==> src/rtl/check_axis_packet.sv <==
// Receive-side checker for fixed-length AXI-Stream packets (header + NUM_DATA_WORDS
// data words) in the Aurora user clock domain, with pseudo-random TREADY back-pressure.
module check_axis_packet #(
    parameter int  MAGIC_WIDTH     = 16,
    parameter int  MAGIC_START_BIT = 16,
    parameter int  INDEX_WIDTH     = 5,
    parameter int  INDEX_START_BIT = 10,
    parameter int  NUM_DATA_WORDS  = 1,
    parameter real TREADY_PROB     = 0.5
) (
    input  logic                          auroraClk,
    input  logic                          auroraReset,
    input  logic                          newCycleStrobe,
    input  logic                          TVALID,
    input  logic                          TLAST,
    input  logic [31:0]                   TDATA,
    output logic                          TREADY,
    input  logic [MAGIC_WIDTH-1:0]        expectedHeaderMagic,
    output logic                          statusStrobe,
    output logic [1:0]                    statusCode,
    output logic                          packetStrobe,
    output logic [INDEX_WIDTH-1:0]        packetIndex,
    output logic [32*NUM_DATA_WORDS-1:0]  packetData,
    output logic [1:0]                    debugState
);

    // Handshake: a beat is TVALID & TREADY at a rising edge of auroraClk. TDATA and
    // TLAST are looked at only on beats, and TREADY never depends on TVALID.

    localparam int CNT_W  = (NUM_DATA_WORDS > 1) ? $clog2(NUM_DATA_WORDS) : 1;
    localparam int THRESH = (TREADY_PROB >= 1.0) ? 65536 :
                            (TREADY_PROB <= 0.0) ? 0 : $rtoi(TREADY_PROB * 65536.0);
    localparam logic [16:0]      THRESH_V = 17'(THRESH);
    localparam logic [CNT_W-1:0] LAST_CNT = CNT_W'(NUM_DATA_WORDS - 1);

    localparam logic [1:0] CODE_OK      = 2'd0;
    localparam logic [1:0] CODE_MAGIC   = 2'd1;
    localparam logic [1:0] CODE_LENGTH  = 2'd2;
    localparam logic [1:0] CODE_MISSING = 2'd3;

    typedef enum logic [1:0] {
        stHeader  = 2'd0,
        stData    = 2'd1,
        stDiscard = 2'd2
    } state_t;

    state_t                        state;
    logic [CNT_W-1:0]              wordCnt;
    logic [15:0]                   lfsr;
    logic [1:0]                    pendCode;
    logic                          gotPacket;
    logic                          armed;
    logic [INDEX_WIDTH-1:0]        hdrIndex;
    logic [32*NUM_DATA_WORDS-1:0]  dataBuf;
    logic [32*NUM_DATA_WORDS-1:0]  assembled;
    logic                          beat;
    logic                          magicOk;
    logic                          lastWord;
    logic                          lfsrFb;
    logic                          pktDone;
    logic                          missing;
    logic [1:0]                    pktCode;

    assign beat       = TVALID & TREADY;
    assign magicOk    = (TDATA[MAGIC_START_BIT +: MAGIC_WIDTH] == expectedHeaderMagic);
    assign lastWord   = (wordCnt == LAST_CNT);
    assign lfsrFb     = lfsr[0] ^ lfsr[2] ^ lfsr[3] ^ lfsr[5];
    assign missing    = newCycleStrobe & armed & ~gotPacket & ~pktDone;
    assign debugState = state;

    // Data words as they would look once the current beat is stored.
    always_comb begin
        assembled = dataBuf;
        assembled[32*int'(wordCnt) +: 32] = TDATA;
    end

    // A packet completes on any TLAST beat; the code depends on where it ended.
    always_comb begin
        pktDone = 1'b0;
        pktCode = CODE_OK;
        if (beat && TLAST) begin
            pktDone = 1'b1;
            case (state)
                stHeader: pktCode = magicOk ? CODE_LENGTH : CODE_MAGIC;
                stData:   pktCode = lastWord ? CODE_OK : CODE_LENGTH;
                default:  pktCode = pendCode;
            endcase
        end
    end

    always_ff @(posedge auroraClk) begin
        if (auroraReset) begin
            state        <= stHeader;
            wordCnt      <= '0;
            lfsr         <= 16'hACE1;
            TREADY       <= 1'b0;
            pendCode     <= CODE_OK;
            gotPacket    <= 1'b0;
            armed        <= 1'b0;
            hdrIndex     <= '0;
            dataBuf      <= '0;
            statusStrobe <= 1'b0;
            statusCode   <= CODE_OK;
            packetStrobe <= 1'b0;
            packetIndex  <= '0;
            packetData   <= '0;
        end else begin
            lfsr         <= {lfsrFb, lfsr[15:1]};
            TREADY       <= ({1'b0, lfsr} < THRESH_V);
            statusStrobe <= 1'b0;
            packetStrobe <= 1'b0;

            // A packet finishing on the strobe cycle wins over a missing report.
            if (pktDone) begin
                statusStrobe <= 1'b1;
                statusCode   <= pktCode;
                if (pktCode == CODE_OK) begin
                    packetStrobe <= 1'b1;
                    packetIndex  <= hdrIndex;
                    packetData   <= assembled;
                end
            end else if (missing) begin
                statusStrobe <= 1'b1;
                statusCode   <= CODE_MISSING;
            end

            if (newCycleStrobe) begin
                armed <= 1'b1;
            end
            if (newCycleStrobe && armed) begin
                gotPacket <= 1'b0;
            end else if (pktDone) begin
                gotPacket <= 1'b1;
            end

            case (state)
                stHeader: begin
                    if (beat) begin
                        hdrIndex <= TDATA[INDEX_START_BIT +: INDEX_WIDTH];
                        if (!TLAST) begin
                            if (!magicOk) begin
                                state    <= stDiscard;
                                pendCode <= CODE_MAGIC;
                            end else begin
                                state   <= stData;
                                wordCnt <= '0;
                            end
                        end
                    end
                end
                stData: begin
                    if (beat) begin
                        dataBuf <= assembled;
                        if (TLAST) begin
                            state <= stHeader;
                        end else if (lastWord) begin
                            state    <= stDiscard;
                            pendCode <= CODE_LENGTH;
                        end else begin
                            wordCnt <= wordCnt + CNT_W'(1);
                        end
                    end
                end
                stDiscard: begin
                    if (beat && TLAST) begin
                        state <= stHeader;
                    end
                end
                default: state <= stHeader;
            endcase
        end
    end

endmodule

==> config.mk <==
export PLATFORM = sky130hd
export DESIGN_NAME = check_axis_packet
export DESIGN_NICKNAME = d
export VERILOG_FILES = /design/src/rtl/check_axis_packet.sv
export SDC_FILE = /design/constraint.sdc
export NUM_CORES = 1
export LEC_CHECK = 0
export ABC_CLOCK_PERIOD_IN_PS = 1650
export CELL_PAD_IN_SITES_DETAIL_PLACEMENT = 1
export CELL_PAD_IN_SITES_GLOBAL_PLACEMENT = 2
export CORE_UTILIZATION = 25
export CTS_CLUSTER_SIZE = 30
export DETAILED_ROUTE_END_ITERATION = 10
export PLACE_DENSITY_LB_ADDON = 0.25
export SLEW_MARGIN = 20
export SYNTH_ARGS = -nofsm -noshare
export SYNTH_HDL_FRONTEND = slang
export SYNTH_SLANG_ARGS = --single-unit
==> constraint.sdc <==
create_clock -name auroraClk -period 1.65 [get_ports auroraClk]
set_input_delay 0.4125 -clock auroraClk [delete_from_list [all_inputs] [get_ports auroraClk]]
set_output_delay 0.4125 -clock auroraClk [all_outputs]
set_load 0.05 [all_outputs]
# Word level (Yosys, flattened, before mapping)
# Cells that the tools add are included.
[word_totals] ff_bits=102 input_bits=53 output_inout_bits=44 elab_cells=86
[classes] n_addsub=2 order_cmp=1 eq_ne=12 n_shift=2 mux=32 n_bitwise=9 reduce_logical=14
[ops] cell="$mux 2" count=17
[ops] cell="$neg 6->33" count=1
[ops] cell="$shift 32x33->32 const A" count=1
[ops] cell="$shiftx 32x33->32" count=1
[ops] cell="$bwmux 32" count=1
[ops] cell="$eq 16x16->1" count=1
[ops] cell="$lt 16x16->1 const B" count=1
[ops] cell="$ne 2x2->1 const B" count=8
[ops] cell="$mux 1" count=10
[ops] cell="$pmux 2 s2" count=2
[ops] cell="$reduce_and 7->1" count=1
[ops] cell="$pmux 2 s3" count=1
[ops] cell="$reduce_and 2->1" count=3
[ops] cell="$reduce_and 6->1" count=1
[ops] cell="$reduce_and 5->1" count=1
[ops] cell="$and 1x1->1" count=4
[ops] cell="$logic_not 2->1" count=2
[ops] cell="$reduce_bool 2->1" count=2
[ops] cell="$reduce_or 2->1" count=2
[ops] cell="$ne 3x3->1 const B" count=1
[ops] cell="$xor 1x1->1" count=3
[ops] cell="$eq 2x1->1 const B" count=1
[ops] cell="$eq 2x2->1 const B" count=1
[ops] cell="$logic_and 1x1->1" count=2
[ops] cell="other kinds (3)" count=4

# Longest topological paths before layout
[depth] ltp_word=7 depth_mapped=7 depth_no_buf=4

# Worst setup path after synthesis
# No wires, ideal clock.
[synth_path] kind="reg2reg" from="reg TREADY" to="reg packetData[0]" setup_ns=0.132 t_arrival_ns=1.636 t_required_ns=1.518 setup_slack_ns=-0.118 path_stages_with_launch=7 path_buffers=2 cell_sequence="dfxtp_1 > nand3_1 > o21bai_2 > buf_4 > buf_4 > nand2_1 > a21oi_1"
[synth_via] elab_chain_cells=5
[synth_rtl] element="start: declaration" line="17" text="output logic TREADY,"
[synth_rtl] element="start signal: assignment" line="109" text="TREADY <= ({1'b0, lfsr} < THRESH_V);"
[synth_rtl] element="$and 1x1->1 *" line="64" text="assign beat = TVALID & TREADY;"
[synth_rtl] element="$logic_and 1x1->1 *" line="81" text="if (beat && TLAST) begin"
[synth_rtl] element="$mux 2" line="81"
[synth_rtl] element="$logic_not 2->1" line="117" text="if (pktCode == CODE_OK) begin"
[synth_rtl] element="$reduce_and 2->1 (no line) *"
[synth_rtl] element="end signal: assignment" line="120" text="packetData <= assembled;"
[synth_rtl] element="end: declaration" line="23" text="output logic [32*NUM_DATA_WORDS-1:0] packetData,"
# Mark *: on every way between the ends. The rest lies on a longest branch, timed or not.
# A chain may end at the register's enable or synchronous reset.

# Final worst setup path
[layout_path] from="in expectedHeaderMagic[3]" to="reg state[1] (netlist: debugState[1])"
[layout_via] elab_chain_cells=5
[layout_rtl] element="start: declaration" line="18" text="input logic [MAGIC_WIDTH-1:0] expectedHeaderMagic,"
[layout_rtl] element="$eq 16x16->1" line="65" text="assign magicOk = (TDATA[MAGIC_START_BIT +: MAGIC_WIDTH] == expectedHeaderMagic);"
[layout_rtl] element="$mux 2" line="141" text="if (!magicOk) begin"
[layout_rtl] element="$mux 2" line="140" text="if (!TLAST) begin"
[layout_rtl] element="$mux 2" line="138" text="if (beat) begin"
[layout_rtl] element="$pmux 2 s3" line="136" text="case (state)"
[layout_rtl] element="end signal: assignment" line="142" text="state <= stDiscard;"
[layout_rtl] element="end signal: assignment" line="145" text="state <= stData;"
[layout_rtl] element="end signal: assignment" line="155" text="state <= stHeader;"
[layout_rtl] element="end: declaration" line="47" text="state_t state;"
# Every way passes these cells. The select of a mux whose other input is x is not followed.

==> summary.txt <==
Timing
  • Slew headroom: about three quarters
  • Slew Viols, Final: 0
  • Setup-failing EPs final: 0
  • Fin Setup TNS: 0 ns
  • Final min period: 1.56 ns
  • Min setup slack post-route: roughly 0.09 ns
  • Worst Skew: approximately 0.0093 ns
  • Tcrit/Tclk final: between 90% and 100%
  • Fmax: 0.642 GHz
  • Setup repair after global routing missed its margin: false
  • Hold Vio Cnt, Final: 0
  • Least-Margin Pin Slew: around 0.34 ns

Synthesis
  • Synth Area in Compound Gates: 12.4%
  • Adder and majority gate portion of the synthesized area: 0%
  • Avg Inst Size Synth: 8.98 um^2
  • Simple-gate share of the synthesized area: between 20% and 30%
  • Flops & latches, synth: 69
  • Syn Inst Count: between 200 and 300
  • Syn Nets: 340
  • Main combinational cell family by area after synthesis: simple AND/OR/NAND/NOR gates
  • Post-synthesis mux area share: under 10%
  • Library cells used by synthesis: 35
  • Mapped cell area: 0.00258 mm^2
  • Number of synthesized flops with an enable pin: 0
  • Ys async rst share: 0%
  • Sequential share of the synthesized area: roughly 54%
  • Post-synth top flop: dfxtp_1
  • Xor/xnor share of the synthesized area: 6.46%
  • Yosys warns: 0

Route
  • Wire per inst: around 14 um
  • Final antenna-violating net count: 0
  • Vias per cell: 4.32
  • Total wire length: roughly 7700 um
  • DR iter-0 viols: 52
  • # DRC: 0
  • Drt first pass iters: 4
  • Vias: approximately 2.3k

Global routing
  • Gr busiest metal: met2
  • Vias in the first global route: approximately 2.4k
  • Met2 usage: about a quarter
  • Largest net degree at the start of global routing: between 40 and 50
  • Met3 Usage GRT: under 10%
  • First-pass GRT wire length: roughly 12,000 um
  • GRT Overall Usage: 14.6%
  • Grt total ovfl: 0
  • Grt met1 use: 16.7%
  • Initial antenna violation count: 2

Final layout
  • Nets@finish: ~450
  • Final design utilization: between 40% and 50%
  • Area Overhead vs Synth: 62.1%
  • Ratio of cells with drive above 1 in the final layout: 26.2%
  • Leading cell types in the layout, fill and taps excluded: 81 x nand2_1, 67 x dfxtp_1, 48 x buf_4
  • Most common cell after layout, fill and taps aside: nand2_1

Placement
  • GPL Wtd Cong: about 0.74
  • PortBufs: 96
  • Pre-CTS setup slack: -0.561 ns
  • Hpwl dp: 5250 um

Critical path
  • CP startpoint: expectedHeaderMagic[3]
  • Setup CP Type: in2reg
  • CP endpoint kind: register
  • FF-to-FF path depth: 5
  • Crit start category: input pin
  • Critical Path End: debugState[1]
  • Reg-to-reg slack, setup: ~0.24 ns
  • Crit Path Max Fanout: 3
  • WP data arrival: 1.78 ns
  • Reg-to-Reg Start: debugState[1]
  • Worst R2R End: packetData[25]
  • Worst EP required: about 1.9 ns

Clock network
  • Clock tree sinks: 69
  • Post-CTS Hold Fix Bufs: 0
  • Clk slew on worst S/H paths: about 0.08 ns
  • CTS Buf Count: 9
  • Clk buf depth: 2
  • TritonCTS clock tree: built
  • Root Buffer: clkbuf_8
  • H-tree depth: 3
  • Setup bufs post-CTS: 0
  • Clock latency on the worst-skew pair: roughly 0.34 ns

Pwr
  • Power, Total: between 3 and 4 mW
  • Worst vdd ir: a little over 300 uV
  • Cell Pwr Density: around 900 mW/mm^2
  • Lkg Pwr: roughly 1.7 nW

Job
  • Number of max-cap violations: 0

Hold path
  • Worst min-delay path category: in2reg

Die
  • Height of the die: ~100 um
  • Die Wd: ~100 um
  • Ports: between 90 and 100
  • Core area: 0.00986 mm^2
  • Starting density of the core: around a quarter
  • Row count: 36
  • Die area: approximately 0.011 mm^2

Run status
  • Status: finished, final reports clean
==> through the flow <==
stage / hold slack [ns] / cell area (um^2) / cells
global placement: 0.393 / 3840 / 520
finish: 0.364 / 4180 / 538
CTS: 0.408 / 4100 / 536
detailed placement: 0.396 / 3840 / 520
floorplan: 0.377 / 2580 / 287
global route: 0.364 / 4170 / 537
==> repair_timing <==
action | CTS | global route
hold endpoints to repair | 0 | 0
pin swaps | 7 | 6
gates cloned | 0 | 1
endpoints found under the setup margin | 6 | 13
resized for setup | 16 | 15
==> power by group <==
group | leakage [nW] | internal, mW | switching, mW
sequential | 0.562 | 1.71 | 0.0214
combinational | 1.01 | 0.203 | 0.158
clock | 0.116 | 0.937 | 0.669
==> worst min path at each step <==
| stage | from | to | slack [ns] | cells after the start |
|---|---|---|---|---|
| floorplan | lfsr[15] | TREADY | 0.38 | 1 |
| global placement | lfsr[1] | lfsr[0] | 0.39 | 1 |
| detailed placement | lfsr[15] | TREADY | 0.40 | 1 |
| CTS | lfsr[6] | lfsr[5] | 0.41 | 1 |
| global route | TDATA[21] | packetData[21] | 0.36 | 3 |
| finish | TDATA[23] | packetData[23] | 0.36 | 3 |
==> flip-flops by register name, summed over array words and instances, names as in the netlist <==
| name | cells |
|---|---|
| packetData | 32 |
| lfsr | 16 |
| hdrIndex | 5 |
| packetIndex | 5 |
| debugState | 2 |
| pendCode | 2 |
| statusCode | 2 |
| TREADY | 1 |
| armed | 1 |
| gotPacket | 1 |
| packetStrobe | 1 |
| statusStrobe | 1 |
==> worst max-delay path, cell delays in order <==
cell           delay, ns
dlygate4sd2_1       0.26
xor2_2              0.18
nor4_2              0.34
buf_4               0.17
nand4_1             0.14
a31o_2              0.27
==> cells by family (layout without fill, tap and decap cells) <==
group | count (synthesis) | count (layout)
compound gates | 56 | 56
xor+xnor | 19 | 19
buf+inv | 19 | 136
flops | 69 | 69
mux | 5 | 5
other cells | 0 | 1
simple gates | 119 | 119
==> cell usage after synthesis, types with 2 or more instances <==
master | instances | area, um^2
dfxtp_1 | 69 | 1380
a21oi_1 | 44 | 220
inv_1 | 3 | 11.3
buf_6 | 4 | 45.0
or2_2 | 7 | 43.8
clkbuf_1 | 7 | 26.3
xor2_1 | 18 | 158
mux2i_1 | 5 | 50.1
nand2_1 | 81 | 304
nor2b_1 | 8 | 50.1
o21ai_0 | 2 | 10.0
nor2_1 | 10 | 37.5
nor4_1 | 4 | 25.0
buf_4 | 4 | 30.0
==> layer usage <==
metal / wire length (um) / part of all wire [%]
met5: 13 / 0.17
met4: 67 / 0.87
met3: 517 / 6.7
met2: 3780 / 49
met1: 3290 / 43
==> final cells by class <==
type / instances / area (um^2)
Antenna cell: 1 / 2.50
Clock buffer: 11 / 151
Clock inverter: 5 / 81.3
Fill cell: 1131 / 5690
Inverter: 3 / 11.3
Multi-Input combinational cell: 199 / 1140
Sequential cell: 69 / 1380
Tap cell: 133 / 166
Timing Repair Buffer: 117 / 1240
(Power assumes the default switching activity.)
